==> src/rtl/arith_defs_pkg.sv <==
// rtl/arith_defs_pkg.sv - shared FSM encodings and sizing helpers for the serial adder
//
// Purpose : state encodings and counter-width helper used by serial_adder.
// Ports   : none (package).

package arith_defs_pkg;

   typedef enum logic [1:0] {
      ST_IDLE = 2'd0,
      ST_RUN  = 2'd1,
      ST_DONE = 2'd2
   } state_t;

   // The bit counter must be able to hold SIZE itself, not just SIZE-1.
   function automatic int cnt_width(input int size);
      return $clog2(size + 1);
   endfunction

endpackage

==> src/rtl/full_adder_1b.sv <==
// rtl/full_adder_1b.sv - single-bit combinational full adder cell
//
// Purpose : one full-adder bit, reused every cycle by serial_adder.
// Ports   : x, y, ci - operand bits and carry-in
//           s        - sum bit
//           co       - carry-out (majority of the three inputs)

module full_adder_1b (
   input  logic x,
   input  logic y,
   input  logic ci,
   output logic s,
   output logic co
);

   assign s  = x ^ y ^ ci;
   assign co = (x & y) | (x & ci) | (y & ci);

endmodule

==> src/rtl/serial_adder.sv <==
// rtl/serial_adder.sv - bit-serial adder, LSB first, start/done handshake
//
// Purpose : computes {cout, sum} = a + b + cin one bit per clock using one
//           full-adder cell and a carry flop. Result held until next accept.
// Macro   : SERIAL_ADDER_OVERFLOW_EN adds the ovf output (signed overflow).
// Ports   : clk, rst_n      - clock, asynchronous active-low reset
//           start          - begin an addition (accepted while ready=1)
//           a, b, cin      - operands, sampled on the accepting edge
//           ready          - high in IDLE and DONE
//           busy           - high while bits are being computed
//           done           - one-cycle pulse when sum/cout are valid
//           sum, cout      - registered result
//           ovf            - (optional) two's-complement overflow

module serial_adder
   import arith_defs_pkg::*;
#(
   parameter int SIZE = 2
) (
   input  logic            clk,
   input  logic            rst_n,
   input  logic            start,
   input  logic [SIZE-1:0] a,
   input  logic [SIZE-1:0] b,
   input  logic            cin,
   output logic            ready,
   output logic            busy,
   output logic            done,
   output logic [SIZE-1:0] sum,
   output logic            cout
`ifdef SERIAL_ADDER_OVERFLOW_EN
   ,
   output logic            ovf
`endif
);

   localparam int            CW       = cnt_width(SIZE);
   localparam logic [CW-1:0] LAST_BIT = CW'(SIZE - 1);

   state_t          r_state;
   state_t          w_next;
   logic [SIZE-1:0] r_a_sr;
   logic [SIZE-1:0] r_b_sr;
   logic [SIZE-1:0] r_sum;
   logic            r_carry;
   logic            r_cout;
   logic [CW-1:0]   r_cnt;

   logic            w_s;
   logic            w_c;
   logic            w_accept;
   logic            w_run;
   logic            w_last;
   logic [SIZE-1:0] w_sum_shift;

   full_adder_1b u_fa (
      .x  (r_a_sr[0]),
      .y  (r_b_sr[0]),
      .ci (r_carry),
      .s  (w_s),
      .co (w_c)
   );

   // New sum bits enter at the MSB end so that after SIZE shifts bit 0
   // has reached position 0.
   generate
      if (SIZE == 1) begin : g_sum_one
         assign w_sum_shift = w_s;
      end else begin : g_sum_many
         assign w_sum_shift = {w_s, r_sum[SIZE-1:1]};
      end
   endgenerate

   assign w_accept = start & ready;
   assign w_run    = (r_state == ST_RUN);
   assign w_last   = w_run && (r_cnt == LAST_BIT);

   // FSM: state register
   always_ff @(posedge clk or negedge rst_n) begin
      if (!rst_n) begin
         r_state <= ST_IDLE;
      end else begin
         r_state <= w_next;
      end
   end

   // FSM: next state
   always_comb begin
      w_next = r_state;
      case (r_state)
         ST_IDLE: if (start) w_next = ST_RUN;
         ST_RUN:  if (w_last) w_next = ST_DONE;
         ST_DONE: w_next = start ? ST_RUN : ST_IDLE;
         default: w_next = ST_IDLE;
      endcase
   end

   // FSM: outputs
   always_comb begin
      ready = 1'b0;
      busy  = 1'b0;
      done  = 1'b0;
      case (r_state)
         ST_IDLE: ready = 1'b1;
         ST_RUN:  busy  = 1'b1;
         ST_DONE: begin
            ready = 1'b1;
            done  = 1'b1;
         end
         default: ready = 1'b0;
      endcase
   end

   // Datapath: operand shift registers, carry, counter, sum
   always_ff @(posedge clk or negedge rst_n) begin
      if (!rst_n) begin
         r_a_sr  <= '0;
         r_b_sr  <= '0;
         r_sum   <= '0;
         r_carry <= 1'b0;
         r_cnt   <= '0;
      end else if (w_accept) begin
         r_a_sr  <= a;
         r_b_sr  <= b;
         r_sum   <= '0;
         r_carry <= cin;
         r_cnt   <= '0;
      end else if (w_run) begin
         r_a_sr  <= r_a_sr >> 1;
         r_b_sr  <= r_b_sr >> 1;
         r_sum   <= w_sum_shift;
         r_carry <= w_c;
         r_cnt   <= r_cnt + CW'(1);
      end
   end

   // cout only changes when the final bit is computed
   always_ff @(posedge clk or negedge rst_n) begin
      if (!rst_n) begin
         r_cout <= 1'b0;
      end else if (w_last) begin
         r_cout <= w_c;
      end
   end

`ifdef SERIAL_ADDER_OVERFLOW_EN
   logic r_ovf;

   // On the last bit r_carry is the carry into the MSB and w_c the carry out.
   always_ff @(posedge clk or negedge rst_n) begin
      if (!rst_n) begin
         r_ovf <= 1'b0;
      end else if (w_last) begin
         r_ovf <= r_carry ^ w_c;
      end
   end

   assign ovf = r_ovf;
`endif

   assign sum  = r_sum;
   assign cout = r_cout;

endmodule

==> config.mk <==
export PLATFORM = sky130hd
export DESIGN_NAME = serial_adder
export DESIGN_NICKNAME = d
export VERILOG_FILES = /design/src/rtl/arith_defs_pkg.sv /design/src/rtl/full_adder_1b.sv /design/src/rtl/serial_adder.sv
export SDC_FILE = /design/constraint.sdc
export NUM_CORES = 1
export LEC_CHECK = 0
export CORE_MARGIN = 2
export CORE_UTILIZATION = 43
export DETAILED_ROUTE_END_ITERATION = 16
export HOLD_SLACK_MARGIN = 0.15
export MAX_ROUTING_LAYER = met4
export PLACE_DENSITY = 0.72
export SLEW_MARGIN = 20
export SYNTH_ARGS = -nofsm -noshare
export SYNTH_HDL_FRONTEND = slang
export SYNTH_SLANG_ARGS = --single-unit
==> constraint.sdc <==
create_clock -name clk -period 1.3 [get_ports clk]
set_input_delay 0.26 -clock clk [delete_from_list [all_inputs] [get_ports clk]]
set_output_delay 0.26 -clock clk [all_outputs]
set_load 0.1 [all_outputs]
[Word level (Yosys, flattened, before mapping)]
Index checks and enable logic that the tools add are counted.
Word-level totals
  flip-flop bits (word level): 12
  input bits: 8
Operators by class
  add/sub/neg operators: 1
  equal/unequal tests: 5
  mux-type cells: 17
  bitwise gates (word level): 8
  reduce and logical (&&, ||, !) cells: 5
Operators by type and width (number)
  two-way mux 2 bit: 10
  two-way mux 1 bit: 6
  case mux 2 bit (3 select lines): 1
  bitwise AND 1 bit: 4
  equality test 2 x 1 -> 1 bit (second input constant): 2
  adder 2 x 1 -> 2 bit (second input constant): 1
  equality test 2 bit (second input constant): 1
  zero test 2 bit: 1
  != test 2 x 1 -> 1 bit (second input constant): 1
  != test 2 bit (second input constant): 1
  bitwise OR 1 bit: 2
  AND reduction 2 bit: 1
  nonzero test 2 bit: 1
  OR reduction 2 bit: 1
  XOR 1 bit: 2
  logical AND 1 bit: 1

[Logic depth before layout (Yosys ltp)]
  depth after elaboration: 5
  gate-level depth with buffers: 5
  depth with buffers taken out: 5

[Cells and area by module]
A second synthesis with hierarchy kept.
Unflattened totals
  cell total of the unflattened synthesis: 50
  area total of the unflattened synthesis: 629.4 um^2
Modules (own cells, without submodules)
  serial_adder: times used 1, cells each 49, area an instance 609.3 um^2, seq. area each 300.3 um^2
  full_adder_1b: times used 1, cells each 1, area an instance 20.0 um^2, seq. area each 0.0 um^2

[Worst setup path after synthesis]
OpenSTA, ideal clock, no wires.
  path kind: flip-flop to output port
  start point: register r_state[0]
  end point: output done
  data arrival time: 1.374 ns
  setup slack: -0.334 ns
  stages on the path, launching flop included: 3
  cells stage by stage: dfrtp_1 buf_6 nor2b_2
Between the ends
  word-level cells in the longest chain between the ends: 2
Ends and longest elaborated chain
  start, declared: RTL line serial_adder.sv:40  | state_t r_state;
  start signal, assigned: RTL line serial_adder.sv:83  | r_state <= w_next;
  equality test 2 bit: RTL line serial_adder.sv:103  | case (r_state)
  two-way mux 1 bit: RTL line serial_adder.sv:103
  end, declared: RTL line serial_adder.sv:28  | output logic done,
Every way passes these cells.

[Worst setup path after layout]
Ends and elaborated chain as after synthesis.

==> flow_summary.toml <==
[global_route]
antenna_found_initial = 0
grt_busiest_layer = "met2"
grt_pass1_wl_um = 2190
grt_pass1_vias = 515
grt_use_met3 = 0.0255
use_met1 = 0.216
grtUsageMet2 = 0.255
track_usage = 0.167
grt_max_degree = 13
grt_overflow = 0

[sta]
timing.hold.ws_ns = 0.263
setup_ws_ns = -0.119
hold_violations = 0
finalMaxSlewViolations = 0
finalCritPeriodShare = 1.09
tightestPinTransition_ns = 0.160
layout_min_cycle_time_ns = 1.42
rsz0062_at_grt = "true"
finalSetupViolCount = 3
slew_headroom = 0.892
fin_worst_skew_ns = 0.00931
fmax_mhz = 705

[floorplan]
die_x_um = 43.0
die_area_um2 = 1850
core_um2 = 1470
ioPinCount = 14
rows = 14
die_h_um = 43.0
start_util = 0.445

[detailed_routing]
ant_nets = 0
drtIter0Drc = 11
firstDrtPassIters = 4
drcViolationCount = 0
wl_um = 1310
via_per_inst = 5.13
detail_route.wl_per_cell_um = 12.6
vias = 534

[logic_synthesis]
syn_nets = 72
ys_seq_area_frac = 0.459
synth-seq-cells = 12
syn_inst = 62
syn_area_per_cell_um2 = 10.6
yosys_warnings = 0
synthDistinctLibCells = 21
synthesis.area_um2 = 654

[setup_path]
arrival_ns = 1.16
slowest_delay_ns = 0.45
endpoint_kind = "output pin"
critPathSlowestCell = "dfrtp_2"
startpoint_type = "register"
crit_chain = "buf_6, nor2b_4, buf_12"
critPathKind = "reg -> out"
path_max_fanout = 4
crit_required_ns = 1.04

[placed_design]
globalplace.congestion = 0.753
place_inst = 94
hpwlAfterDp_um = 908
portBuffers = 13

[clocking]
cts_buffer_depth = 2
cts_made_buffers = 3
cts_htree_levels = 1
clock_sinks = 12
cts_root_buffer = "clkbuf_4"
cts_hold_buf = 0
clock_latency_ns = 0.28
path_clk_slew_ns = 0.08
cts_tree = "yes"

[outcome]
outcome = "finished with violations"
violations = "setup timing"

[finish]
nNetsFinal = 99
area_delta_synth_final_pct = 50.1
fill_cells = 125
drive_gt1_frac = 0.364
final-instance-count-excl-fill = 104
antenna_cells = 0

[min_path]
hold_class = "in -> async"

[run]
maxCapViolations = 0
==> synthesized netlist by cell type <==
cell type | count | area share
dfrtp_1 | 12 | 0.46
inv_1 | 7 | 0.040
mux2i_1 | 7 | 0.11
nand2_1 | 6 | 0.034
a21oi_1 | 4 | 0.031
o21ai_0 | 4 | 0.031
buf_6 | 3 | 0.052
nand3_1 | 3 | 0.023
o211a_1 | 3 | 0.046
nor2_1 | 2 | 0.011
a22o_1 | 1 | 0.013
fa_1 | 1 | 0.031
ha_1 | 1 | 0.019
inv_2 | 1 | 0.0057
nand2b_1 | 1 | 0.0096
nand2b_2 | 1 | 0.013
nand3b_4 | 1 | 0.031
nor2b_2 | 1 | 0.013
o21ai_1 | 1 | 0.0076
o21ai_2 | 1 | 0.013
o22ai_1 | 1 | 0.0096
==> kinds of logic (layout without fill, tap and decap cells) <==
group | after synthesis | count (layout) | synth area share
buffers and inverters | 11 | 37 | 0.0975
AO/OA/AOI/OAI | 15 | 15 | 0.151
AND/OR/NAND/NOR | 15 | 15 | 0.136
flip-flops | 12 | 12 | 0.459
adder cells (fa/ha/maj) | 2 | 2 | 0.0497
multiplexers | 7 | 7 | 0.107
==> worst max-delay path: cells and delay by family, from the launching register on <==
kind / cells / cell delay [ns]
DFF: 1 / 0.45
buffers and inverters: 2 / 0.32
and+or+nand+nor: 1 / 0.12
==> what timing repair did <==
item / CTS / global route
resized for setup: 5 / 2
buffers inserted: 5 / 1
setup endpoints to repair: 4 / 5
==> metrics by stage <==
step	TNS, ns	worst slack, ns	util	cell area, µm²
floorplan	-0.0218	-0.0218	-	664
global placement	0	0.0321	0.602	886
detailed placement	-0.0407	-0.0367	0.602	886
CTS	-0.319	-0.116	0.659	970
global route	-0.405	-0.144	0.668	982
finish	-0.264	-0.119	0.668	982
==> sequential cells by signal, summed over array words and instances (netlist names) <==
register and flops:
r_state 2, r_cnt 2, sum 2, r_a_sr 2, r_b_sr 2, r_carry 1
cout 1
==> placed cells by master (no fill, tap or decap) <==
cell,count
nand3_1,3
o21ai_1,1
nor2_1,2
a22o_1,1
o21ai_0,4
dfrtp_2,2
ha_1,1
clkdlybuf4s50_1,7
inv_2,2
o22ai_1,1
nand2b_1,1
o21ai_2,1
inv_6,1
clkinvlp_4,1
inv_1,4
nor2b_4,1
clkbuf_4,3
fa_1,1
buf_12,6
nand2b_4,1
dfrtp_1,10
nand2_1,6
clkbuf_8,1
o211a_1,3
nand3b_4,1
buf_6,1
buf_4,11
mux2i_1,7
a21oi_1,4
==> cell type report <==
class                      instances  area (µm²)  share of cell area
multi-input combinational         39         300               0.306
inverter                           8        38.8              0.0395
tap                               16        20.0              0.0204
clock buffer                       4        36.3              0.0369
timing repair buffer              25         284               0.289
sequential                        12         303               0.308
==> worst paths after layout <==
path	from	cells past startpoint	end	slack [ns]
worst max-delay path	r_state[0]$_DFFE_PN0P_	3	done	-0.12
worst min-delay path	rst_n	2	r_b_sr[0]$_DFFE_PN0P_	0.26
worst max register to register	r_carry$_DFFE_PN0P_	5	sum[1]$_DFFE_PN0P_	0
worst min register to register	r_cnt[0]$_DFFE_PN0P_	1	r_cnt[0]$_DFFE_PN0P_	0.51
max in group asynchronous	rst_n	2	r_state[0]$_DFFE_PN0P_	0.86
min in group clk	r_cnt[0]$_DFFE_PN0P_	1	r_cnt[0]$_DFFE_PN0P_	0.51
==> routing by layer <==
metal  vias up  part of all wire
li1        261                 -
met1       258              0.45
met2        13              0.50
met3         2             0.031
met4         0             0.018
met5         -                 0
Power is left out: the tool's default activity adds up to more than one toggle a clock period on the data nets, which glitch-free logic cannot reach.
